--- src/rtl/aes_pkg.sv ---
// Shared constants and state type for the AES-128 key schedule slice.
// Imported by aes_key_round and aes_key_sched_ctrl.
package aes_pkg;
  localparam int NR_MAX = 10;
  localparam int KW = 128;
  localparam int WW = 32;

  typedef enum logic [1:0] {
    IDLE,
    EMIT,
    DONE
  } ks_state_t;
endpackage

--- src/rtl/aes_key_round.sv ---
// One AES-128 key expansion step; S-box and rcon are external lookups.
// Purely combinational, shared with any decrypt-side key unit.
import aes_pkg::*;

module aes_key_round (
  input  logic [KW-1:0] key,
  input  logic [WW-1:0] sw_out,
  input  logic [WW-1:0] rcon_in,
  output logic [WW-1:0] sw_in,
  output logic [KW-1:0] next_key
);
  logic [WW-1:0] w0, w1, w2, w3;
  logic [WW-1:0] t, n0, n1, n2, n3;

  assign w0 = key[127:96];
  assign w1 = key[95:64];
  assign w2 = key[63:32];
  assign w3 = key[31:0];

  assign sw_in = {w3[23:0], w3[31:24]};

  assign t  = sw_out ^ rcon_in;
  assign n0 = w0 ^ t;
  assign n1 = w1 ^ n0;
  assign n2 = w2 ^ n1;
  assign n3 = w3 ^ n2;

  assign next_key = {n0, n1, n2, n3};
endmodule

--- src/rtl/aes_key_sched_ctrl.sv ---
// AES-128 key expansion sequencer: streams round keys 0..NR over valid/ready.
// Define AES_KS_ABORT_EN to add the abort input.
import aes_pkg::*;

module aes_key_sched_ctrl #(
  parameter int NR = 10
) (
  input  logic          clk,
  input  logic          rst,
  input  logic          start,
  input  logic [127:0]  key_in,
  input  logic          rk_ready,
`ifdef AES_KS_ABORT_EN
  input  logic          abort,
`endif
  output logic          rk_valid,
  output logic [127:0]  rk_data,
  output logic [3:0]    rk_idx,
  output logic [3:0]    rcon_i,
  input  logic [31:0]   rcon_in,
  output logic [31:0]   sw_in,
  input  logic [31:0]   sw_out,
  output logic          busy,
  output logic          done
);
  ks_state_t     state;
  logic [KW-1:0] next_key;
  logic          last;

  aes_key_round u_round (
    .key      (rk_data),
    .sw_out   (sw_out),
    .rcon_in  (rcon_in),
    .sw_in    (sw_in),
    .next_key (next_key)
  );

  assign last   = (rk_idx == 4'(NR));
  assign rcon_i = last ? 4'd0 : rk_idx + 4'd1;

  always_ff @(posedge clk or posedge rst) begin
    if (rst) begin
      state    <= IDLE;
      rk_valid <= 1'b0;
      rk_data  <= '0;
      rk_idx   <= '0;
      busy     <= 1'b0;
      done     <= 1'b0;
    end else begin
`ifdef AES_KS_ABORT_EN
      if (abort) begin
        state    <= IDLE;
        rk_valid <= 1'b0;
        busy     <= 1'b0;
        done     <= 1'b0;
      end else
`endif
      begin
        unique case (state)
          IDLE: begin
            if (start) begin
              rk_data  <= key_in;
              rk_idx   <= '0;
              rk_valid <= 1'b1;
              busy     <= 1'b1;
              state    <= EMIT;
            end
          end
          EMIT: begin
            if (rk_ready) begin
              if (last) begin
                rk_valid <= 1'b0;
                busy     <= 1'b0;
                done     <= 1'b1;
                state    <= DONE;
              end else begin
                rk_data <= next_key;
                rk_idx  <= rk_idx + 4'd1;
              end
            end
          end
          DONE: begin
            done  <= 1'b0;
            state <= IDLE;
          end
          default: state <= IDLE;
        endcase
      end
    end
  end
endmodule
--- config.mk ---
export PLATFORM = sky130hd
export DESIGN_NAME = aes_key_sched_ctrl
export DESIGN_NICKNAME = d
export VERILOG_FILES = /design/src/rtl/aes_pkg.sv /design/src/rtl/aes_key_round.sv /design/src/rtl/aes_key_sched_ctrl.sv
export SDC_FILE = /design/constraint.sdc
export NUM_CORES = 1
export LEC_CHECK = 0
export BUFFER_PORTS_ARGS = -buffer_cell sky130_fd_sc_hd__buf_2
export CAP_MARGIN = 30
export CORE_MARGIN = 8
export CORE_UTILIZATION = 45
export DETAILED_ROUTE_END_ITERATION = 8
export PLACE_DENSITY = 0.81
export SYNTH_ARGS = -nofsm -noshare
export SYNTH_HDL_FRONTEND = slang
export SYNTH_HIERARCHICAL = 1
export SYNTH_SLANG_ARGS = --single-unit
--- constraint.sdc ---
create_clock -name clk -period 8.79 [get_ports clk]
set_input_delay 1.3185 -clock clk [delete_from_list [all_inputs] [get_ports clk]]
set_output_delay 1.3185 -clock clk [all_outputs]
set_load 0.02 [all_outputs]
==> run_results.csv, run 1 <==
group,metric,value,unit
sta,tightest_slew,0.925,ns
cells_and_area,syn2layout_area_growth,24.2,%
global_route,globalRouteTotalUtil,17.9,%
detailed_routing,vias,6524,
setup_path,worst-path-buf-inv,2,
logic_synthesis,ys_seq_elements,136,
logic_synthesis,ys_types,37,
job,cap_violations,0,
clock_network,cts_tree,"done",
logic_synthesis,ys_warn_count,6,
setup_path,cp_top_family,"simple AND/OR/NAND/NOR gates",
power_and_ir_drop,p_sw_share,39.6,%
setup_path,crit_fanout,6,
setup_path,crit_arrival,1.95,ns
clock_network,ctsHoldBuffers,0,
setup_path,crit_path_end_kind,"primary output",
power_and_ir_drop,peakVddDrop,0.265,mV
logic_synthesis,async_reset_ff_share,100,%
die,die-area,26000,um^2
sta,fin_crit_sh,37.2,%
clock_network,cts_buffers,17,
setup_path,start_kind,"flip-flop",
clock_network,ctsHtreeMaxLevel,4,
setup_path,worst_path_max_delay_cell,"or3b_2",
global_route,grt_pass1_wl,37700,um
logic_synthesis,syn_area,9490,um^2
die,die_h,161,um
detailed_routing,wirelength,23800,um
power_and_ir_drop,pwr-share-clk,11.8,%
run_status,status,"completed",
sta,rsz0062_at_grt,"no",
clock_network,clk_pin_slew,0.06,ns
detailed_routing,dr.pass1.iters,5,
setup_path,max_stage_delay,0.43,ns
worst_hold_path,hold_class,"reg -> reg",
cells_and_area,nets,1244,
sta,tns,0,ns
global_route,grt_pass1_vias,7105,
detailed_routing,wl_per_cell,17.8,um
logic_synthesis,ys_seq_area_share,35.9,%
global_route,grt_start_max_net_pins,72,
power_and_ir_drop,p_leak,5.57,nW
detailed_routing,vias_per_cell,4.89,
detailed_routing,ant_nets,0,
setup_path,cp_cell_sequence,"inv_1 -> ha_1 -> or3b_2 -> o211ai_1 -> buf_2",
sta,fin_ws,5.52,ns
setup_path,path_class,"reg -> out",
logic_synthesis,syn_area_per_cell,13.2,um^2
logic_synthesis,synth_edf_count,0,
sta,hold_viol_final,0,
die,coreArea,20900,um^2
logic_synthesis,syn_nets,916,
sta,finClkSkew,0.00952,ns
clock_network,cts_root_buf,"clkbuf_16",
logic_synthesis,synthCells,718,
place,pre_cts_slack,5.20,ns
die,initial_utilization,45.4,%
detailed_routing,drt_iter0_markers,287,
sta,relSlewSlack,38.4,%
power_and_ir_drop,power_density,523,nW/um^2
sta,clock.fmax,306,MHz
clock_network,post_cts_resized,0,
place,routabilityCongestion,0.805,
sta,drv_slew,0,
power_and_ir_drop,power,0.00616,W
global_route,antenna_found_initial,0,
clock_network,clock_latency,0.41,ns
place,io_buffers,366,
clock_network,cts_setup_buffers,0,
power_and_ir_drop,p_int,0.00372,W
die,die_x,161,um
power_and_ir_drop,p_switching,0.00244,W
die,rows,53,
power_and_ir_drop,combPwrFrac,65.6,%
die,ioPinCount,367,
cells_and_area,diodes,0,
place,place_hpwl,18100,um
logic_synthesis,ys.flop_type,"dfrtp_1",
power_and_ir_drop,p_seq_share,22.6,%
sta,setup_viol,0,
sta,final.min_clock_period,3.27,ns
global_route,grt.overflow.total,0,
clock_network,cts.sinks,136,
setup_path,critPathRequiredTime,7.47,ns
clock_network,cts_buffer_depth,2,
detailed_routing,drc,0,
cells_and_area,drive_gt1_share,62.4,%
[cell type report]
| type | instances | area (um^2) |
|---|---|---|
| Clock buffer | 19 | 433 |
| Clock inverter | 12 | 154 |
| Fill cell | 1809 | 9110 |
| Inverter | 4 | 20.0 |
| Multi-Input combinational cell | 513 | 5490 |
| Sequential cell | 136 | 3400 |
| Tap cell | 275 | 344 |
| Timing Repair Buffer | 374 | 1930 |
[power by group through the flow]
stage | registers, W | logic, W | clock network, W
floorplan | 0.00171 | 0.00299 | 0
global placement | 0.00138 | 0.00393 | 0
detailed placement | 0.00140 | 0.00407 | 0
CTS | 0.00140 | 0.00408 | 0.000743
global route | 0.00145 | 0.00435 | 0.000772
finish | 0.00139 | 0.00404 | 0.000727
[final timing paths]
check                      startpoint          end  slack (ns)  cells past startpoint
hold / removal                   done         done        0.52                      2
setup reg to reg            rk_idx[0]  rk_data[25]        5.73                      7
hold reg to reg                  done         done        0.52                      2
setup / recovery            rk_idx[0]    rcon_i[3]        5.52                      5
min in group asynchronous         rst  rk_data[29]        0.98                      2
max in group asynchronous         rst  rk_data[84]        6.70                      4
[worst reg2reg max path, delay by kind of cell (launching register included)]
family	cells	cell delay [ns]
AO/OA/AOI/OAI	1	0.34
adder cells (fa/ha/maj)	1	0.22
buffers and inverters	3	1.23
flip-flops	1	0.42
multiplexers	1	0.44
AND/OR/NAND/NOR	1	0.29
[through the flow]
stage	std cells	util (%)	instance area, um^2	hold WS, ns
after floorplan	718	-	9490	0.545
after global placement	1300	53.3	11100	0.497
after detailed placement	1301	53.4	11200	0.508
after CTS	1332	56.3	11800	0.526
after global routing	1333	56.4	11800	0.572
final	1333	56.4	11800	0.523
[flip-flops by register name (all words and copies together), names as in the netlist]
| register | flops |
|---|---|
| rk_data | 128 |
| rk_idx | 4 |
| state | 2 |
| busy | 1 |
| done | 1 |
[kinds of logic (layout without fill, tap and decap cells)]
family / after synthesis / count (layout) / share of synthesized area, %
xor+xnor: 223 / 223 / 20.8
fa+ha+maj: 2 / 2 / 0.264
mux: 257 / 257 / 34.4
buf+inv: 69 / 409 / 6.30
flops: 136 / 136 / 35.9
compound gates: 12 / 12 / 1.15
simple gates: 19 / 19 / 1.13
[synth_stat cells, types with 3 or more instances]
| library cell | number | area, um^2 |
|---|---|---|
| mux2_4 | 100 | 1500 |
| clkbuf_1 | 5 | 18.8 |
| buf_2 | 11 | 55.1 |
| buf_12 | 11 | 220 |
| a21oi_1 | 3 | 15.0 |
| mux2_2 | 151 | 1700 |
| xor2_1 | 64 | 561 |
| buf_4 | 33 | 248 |
| dfrtp_1 | 136 | 3400 |
| inv_1 | 4 | 15.0 |
| buf_6 | 3 | 33.8 |
| nand2_1 | 3 | 11.3 |
| xnor2_1 | 157 | 1380 |
| mux2_1 | 5 | 56.3 |
| nor2_1 | 4 | 15.0 |
[cell usage in the layout (no fill, tap or decap), types with 2 or more instances in the layout]
| cell | count |
|---|---|
| a21oi_1 | 3 |
| buf_16 | 2 |
| buf_2 | 366 |
| buf_4 | 6 |
| bufinv_16 | 3 |
| clkbuf_1 | 2 |
| clkbuf_16 | 17 |
| clkinv_2 | 3 |
| clkinv_4 | 3 |
| clkinvlp_4 | 3 |
| dfrtp_1 | 136 |
| ha_1 | 2 |
| inv_1 | 3 |
| mux2_1 | 5 |
| mux2_2 | 151 |
| mux2_4 | 100 |
| nand2_1 | 3 |
| nand2b_1 | 2 |
| nand3_1 | 2 |
| nor2_1 | 4 |
| o2bb2ai_1 | 2 |
| xnor2_1 | 157 |
| xor2_1 | 64 |
[per-layer routing]
layer | global-route usage, % | wire length (um)
met2 | 32.0 | 12200
met1 | 20.0 | 9640
met3 | 5.96 | 1630
met4 | 4.34 | 278
met5 | 0 | 0
Power figures use the tool's default switching activity.
==> inputs of run 2 (changes only) <==
Settings changed: ABC_AREA from default to 1, PLACE_DENSITY 0.81 to 0.77.
Clock period 8.79 ns to 3.2 ns, I/O delays scaled along.
==> run 2 against run 1 <==
- clock power rose to 2.8 times the previous value
- routed wire length rose by 61%
- area after synthesis rose by 31%
- clock-buffer cell count did not move
- non-clock buffer count rose by 2
- first-iteration DRC count rose to 2.9 times the previous value
- critical path depth rose by 5
- worst hold slack got worse by 0.23 ns
- critical endpoint is now rk_data[100]
- largest power group unchanged
==> run_results.csv, run 2 <==
group,metric,value,unit
logic_synthesis,ys_types,20,
setup_path,crit_fanout,78,
logic_synthesis,syn_nets,2288,
sta,relSlewSlack,42.1,%
cells_and_area,nets,2580,
place,routabilityCongestion,0.848,
detailed_routing,drt_iter0_markers,845,
clock_network,cts_root_buf,"clkbuf_16",
cells_and_area,final_cell_mix,"1004 x nand2_1, 366 x buf_2, 331 x inv_1, 196 x nand3_1, 136 x dfrtp_1",
sta,final.min_clock_period,2.20,ns
setup_path,worst_path_max_delay_cell,"buf_4",
global_route,globalRouteTotalUtil,22.4,%
logic_synthesis,synth_edf_count,0,
setup_path,start_kind,"flip-flop",
logic_synthesis,synth.most_common_cell,"nand2_1",
die,initial_utilization,45.9,%
logic_synthesis,synthCells,2090,
logic_synthesis,syn_area_per_cell,5.94,um^2
detailed_routing,wirelength,38300,um
clock_network,cts_setup_buffers,0,
setup_path,max_stage_delay,0.66,ns
sta,finClkSkew,0.0123,ns
sta,tightest_slew,0.869,ns
setup_path,critPathRequiredTime,3.55,ns
power_and_ir_drop,power_density,1090,nW/um^2
sta,fin_crit_sh,68.7,%
logic_synthesis,async_reset_ff_share,100,%
sta,tns,0,ns
setup_path,cpMostUsedCell,"nand2_1",
place,pre_cts_slack,1.01,ns
sta,rsz0062_at_grt,"no",
cells_and_area,syn2layout_area_growth,19.3,%
power_and_ir_drop,p_leak,9.72,nW
cells_and_area,reg_top3,"rk_data x128, rk_idx x4, state x2",
die,die-area,33100,um^2
run_status,status,"completed",
sta,fin_hold_ws,0.292,ns
detailed_routing,vias,13500,
logic_synthesis,ys.flop_type,"dfrtp_1",
global_route,grt_pass1_wl,62400,um
detailed_routing,dr.pass1.iters,5,
sta,setup_viol,0,
cells_and_area,layout_commonest_cell,"nand2_1",
clock_network,cts_buffers,17,
logic_synthesis,synth_top_area_share,30.4,%
sta,fin_ws,1.00,ns
clock_network,clock_latency,0.42,ns
clock_network,clk_pin_slew,0.07,ns
logic_synthesis,synth_area_leaders,"nand2_1 30%, dfrtp_1 27%, inv_1 10%",
logic_synthesis,syn_area,12400,um^2
clock_network,cts_buffer_depth,2,
cells_and_area,regArea,3400,um^2
die,die_h,182,um
cells_and_area,final_area,14800,um^2
die,coreArea,27000,um^2
sta,clock.fmax,455,MHz
cells_and_area,largest-register,"rk_data",
die,die_x,182,um
cells_and_area,largest_reg_flops,128,
detailed_routing,vias_per_cell,4.94,
cells_and_area,drive_gt1_share,24.2,%
global_route,grt_pass1_vias,13300,
logic_synthesis,ys_seq_elements,136,
clock_network,cts_tree,"done",
logic_synthesis,ys_warn_count,6,
die,ioPinCount,367,
worst_hold_path,hold_class,"in -> async",
clock_network,ctsHtreeMaxLevel,4,
logic_synthesis,ys_seq_area_share,27.4,%
job,cap_violations,0,
place,io_buffers,366,
cells_and_area,nFillCells,2669,
global_route,grt_start_max_net_pins,137,
clock_network,ctsHoldBuffers,0,
setup_path,path_class,"reg -> reg",
power_and_ir_drop,power,0.0162,W
place,place_hpwl,27900,um
logic_synthesis,yosysTopAreaCell,"nand2_1",
clock_network,cts.sinks,136,
global_route,antenna_found_initial,3,
setup_path,crit_arrival,2.55,ns
logic_synthesis,synth.top_cells.by_count,"1004 x nand2_1, 333 x inv_1, 196 x nand3_1",
power_and_ir_drop,peakVddDrop,0.551,mV
setup_path,crit_path_end_kind,"flip-flop",
die,rows,60,
global_route,grt.overflow.total,0,
clock_network,post_cts_resized,0,
cells_and_area,multi_input_area,7160,um^2
sta,hold_viol_final,0,
place,dpl_cell_area,14200,um^2
detailed_routing,drc,0,
sta,drv_slew,0,
detailed_routing,ant_nets,0,
detailed_routing,wl_per_cell,14.0,um
setup_path,cp_cell_sequence,"inv_1 -> ha_1 -> nand2_1 -> nor2_4 -> nand2_1 -> nand2_4 -> nor2_4 -> buf_4 -> nand2_1 -> nand2_1",
[run 2: power breakdown]
group	total [W]	leakage, nW	switching, W	internal, W
Combinational	0.0103	7.76	0.00658	0.00376
Sequential	0.00376	1.67	0.00117	0.00259
Clock	0.00206	0.295	0.000797	0.00126
[run 2: area by class of cell]
class                   count  share of cell area, %
multi-input cells        1518                   48.4
flip-flops and latches    136                   23.0
repair buffers            376                   13.1
inverters                 333                   8.49
clock buffers              19                   3.06
well taps                 341                   2.88
clock inverters            11                  0.998
diodes                      3                 0.0507
[run 2: logic make-up after synthesis]
family / Yosys count / synth area share (%)
xor+xnor: 1 / 0.0706
buf+inv: 436 / 14.9
compound gates: 134 / 8.09
fa+ha+maj: 2 / 0.202
flops: 136 / 27.4
simple gates: 1381 / 49.3
[run 2: metal layers]
| layer | GRT usage, % | wire length, um |
|---|---|---|
| met3 | 5.03 | 2590 |
| met4 | 8.82 | 1130 |
| met5 | 0 | 0 |
| met1 | 25.8 | 15800 |
| met2 | 39.6 | 18800 |
[run 2: worst paths after layout]
kind | from | end | slack (ns) | cells past startpoint
setup / recovery | rk_idx[0] | rk_data[100] | 1.00 | 10
hold / removal | rst | rk_data[106] | 0.29 | 3
setup reg to reg | rk_idx[0] | rk_data[100] | 1.00 | 10
hold reg to reg | done | done | 0.54 | 2
max in group asynchronous | rst | rk_data[33] | 2.34 | 3
min in group clk | start | busy | 0.32 | 3
[run 2: per-stage QoR]
stage               utilization, %  instances
global route                  54.8       2736
detailed placement            52.5       2704
CTS                           54.7       2734
finish                        54.8       2737
global placement              52.5       2704
floorplan                        -       2090
[run 2: worst max-delay path, delay by kind of cell (launching register included)]
family	cells	cell delay (ns)
buffers and inverters	2	0.76
AND/OR/NAND/NOR	7	0.65
flip-flops	1	0.44
adder cells (fa/ha/maj)	1	0.22
==> inputs of run 3 (changes only) <==
Clock period 3.2 ns to 2.24 ns, I/O delays scaled along.
==> run 3 against run 2 <==
- global-route usage grew 0.29 points
- sequential cell count is the same
- combinational power grew 45%
- sequential share of layout area shrank 0.22 points
- register-to-register slack lost 0.72 ns
- final area grew 0.96%
- via count grew 0.50%
- critical path depth shrank 4
- largest cell class unchanged
- largest power group unchanged
==> run_results.csv, run 3 (synthesis gave the netlist of run 2 again) <==
group,metric,value,unit
setup_path,crit_fanout,7,
setup_path,critPathRequiredTime,1.90,ns
die,die-area,33100,um^2
detailed_routing,dr.pass1.iters,5,
place,routabilityCongestion,0.857,
clock_network,cts.sinks,136,
sta,clock.fmax,504,MHz
cells_and_area,final_cell_mix,"1004 x nand2_1, 366 x buf_2, 331 x inv_1, 196 x nand3_1, 136 x dfrtp_1",
global_route,grt_start_max_net_pins,81,
cells_and_area,largest_reg_flops,128,
clock_network,cts_setup_buffers,0,
cells_and_area,layout_commonest_cell,"nand2_1",
cells_and_area,nets,2585,
global_route,globalRouteTotalUtil,22.6,%
cells_and_area,largest-register,"rk_data",
die,initial_utilization,45.9,%
clock_network,cts_buffers,17,
die,rows,60,
clock_network,clk_pin_slew,0.06,ns
clock_network,clock_latency,0.42,ns
setup_path,crit_path_end_kind,"primary output",
global_route,antenna_found_initial,3,
global_route,grt_pass1_vias,13500,
setup_path,start_kind,"flip-flop",
sta,tightest_slew,0.602,ns
sta,fin_ws,0.254,ns
sta,drv_slew,0,
die,coreArea,27000,um^2
place,place_inst,2709,
clock_network,ctsHoldBuffers,0,
power_and_ir_drop,peakVddDrop,0.670,mV
detailed_routing,drc,0,
cells_and_area,drive_gt1_share,24.3,%
sta,fin_hold_ws,0.0395,ns
sta,finClkSkew,0.0110,ns
setup_path,r2r_setup_slack,0.28,ns
detailed_routing,wl_per_cell,13.9,um
die,die_h,182,um
sta,relSlewSlack,59.9,%
place,io_buffers,366,
run_status,status,"completed",
clock_network,cts_root_buf,"clkbuf_16",
power_and_ir_drop,power_density,1550,nW/um^2
sta,setup_viol,0,
die,ioPinCount,367,
detailed_routing,vias_per_cell,4.96,
setup_path,path_class,"reg -> out",
sta,hold_viol_final,0,
sta,tns,0,ns
die,die_x,182,um
power_and_ir_drop,p_leak,9.78,nW
detailed_routing,vias,13600,
detailed_routing,drt_iter0_markers,795,
detailed_routing,ant_nets,0,
global_route,grt_pass1_wl,63300,um
clock_network,ctsHtreeMaxLevel,4,
sta,final.min_clock_period,1.99,ns
sta,rsz0062_at_grt,"no",
clock_network,cts_tree,"done",
worst_hold_path,hold_class,"in -> async",
place,pre_cts_slack,0.302,ns
clock_network,cts_buffer_depth,2,
place,place_hpwl,28300,um
cells_and_area,reg_top3,"rk_data x128, rk_idx x4, state x2",
global_route,grt.overflow.total,0,
clock_network,post_cts_resized,0,
detailed_routing,wirelength,38100,um
job,cap_violations,0,
setup_path,crit_arrival,1.65,ns
cells_and_area,fin_cells,2742,
sta,fin_crit_sh,88.6,%
cells_and_area,syn2layout_area_growth,20.5,%
[run 3: cell count changes in the layout (fill, tap and decap cells not counted), sizes merged]
cell | before | now
buf | 376 | 381
clkbuf | 19 | 20
clkinv | 5 | 4
clkinvlp | 2 | 4
diode | 3 | 2
inv | 334 | 333
[run 3: worst max-delay path, cell delays in order, from the launching register on]
cell,delay [ns]
dfrtp_1,0.44
inv_1,0.08
ha_1,0.21
nand2_1,0.10
nor2_4,0.06
nor2_1,0.15
buf_2,0.19
[run 3: layout make-up]
class,instances,area (um^2)
Tap cell,341,427
Clock inverter,11,149
Sequential cell,136,3400
Antenna cell,2,5.00
Fill cell,2640,12100
Timing Repair Buffer,381,2090
Inverter,333,1260
Multi-Input combinational cell,1518,7160
Clock buffer,20,447
[run 3: path summary, 6_finish.rpt]
kind,endpoint,start,cells past startpoint
min in group clk,rk_data[54],key_in[54],5
worst min register to register,done,done,2
worst max register to register,rk_data[114],rk_idx[0],9
worst min-delay path,rk_data[72],rst,3
worst max-delay path,rcon_i[3],rk_idx[0],6
max in group asynchronous,rk_data[116],rst,3
[run 3: metrics by stage]
| stage | total power, W | util [%] | cell area (um^2) |
|---|---|---|---|
| 2_1_floorplan | 0.0166 | - | 12400 |
| 3_3_place_gp | 0.0198 | 53.1 | 14300 |
| 3_5_place_dp | 0.0203 | 53.1 | 14300 |
| 4_1_cts | 0.0233 | 55.3 | 14900 |
| 5_1_grt | 0.0255 | 55.3 | 14900 |
| 6_report | 0.0232 | 55.3 | 14900 |
[run 3: per-layer routing]
| layer | track usage [%] | vias up | part of all wire [%] |
|---|---|---|---|
| met5 | 0 | - | 0.024 |
| met4 | 9.02 | 2 | 3.0 |
| met3 | 4.95 | 74 | 6.8 |
| met2 | 40.6 | 470 | 49 |
| met1 | 25.8 | 6187 | 41 |
| li1 | - | 6869 | - |
[run 3: power by group]
group	total, W	switching (W)	internal (W)
Combinational	0.0149	0.00942	0.00551
Clock	0.00289	0.00111	0.00178
Sequential	0.00537	0.00167	0.00370
Total	0.0232	0.0122	0.0110
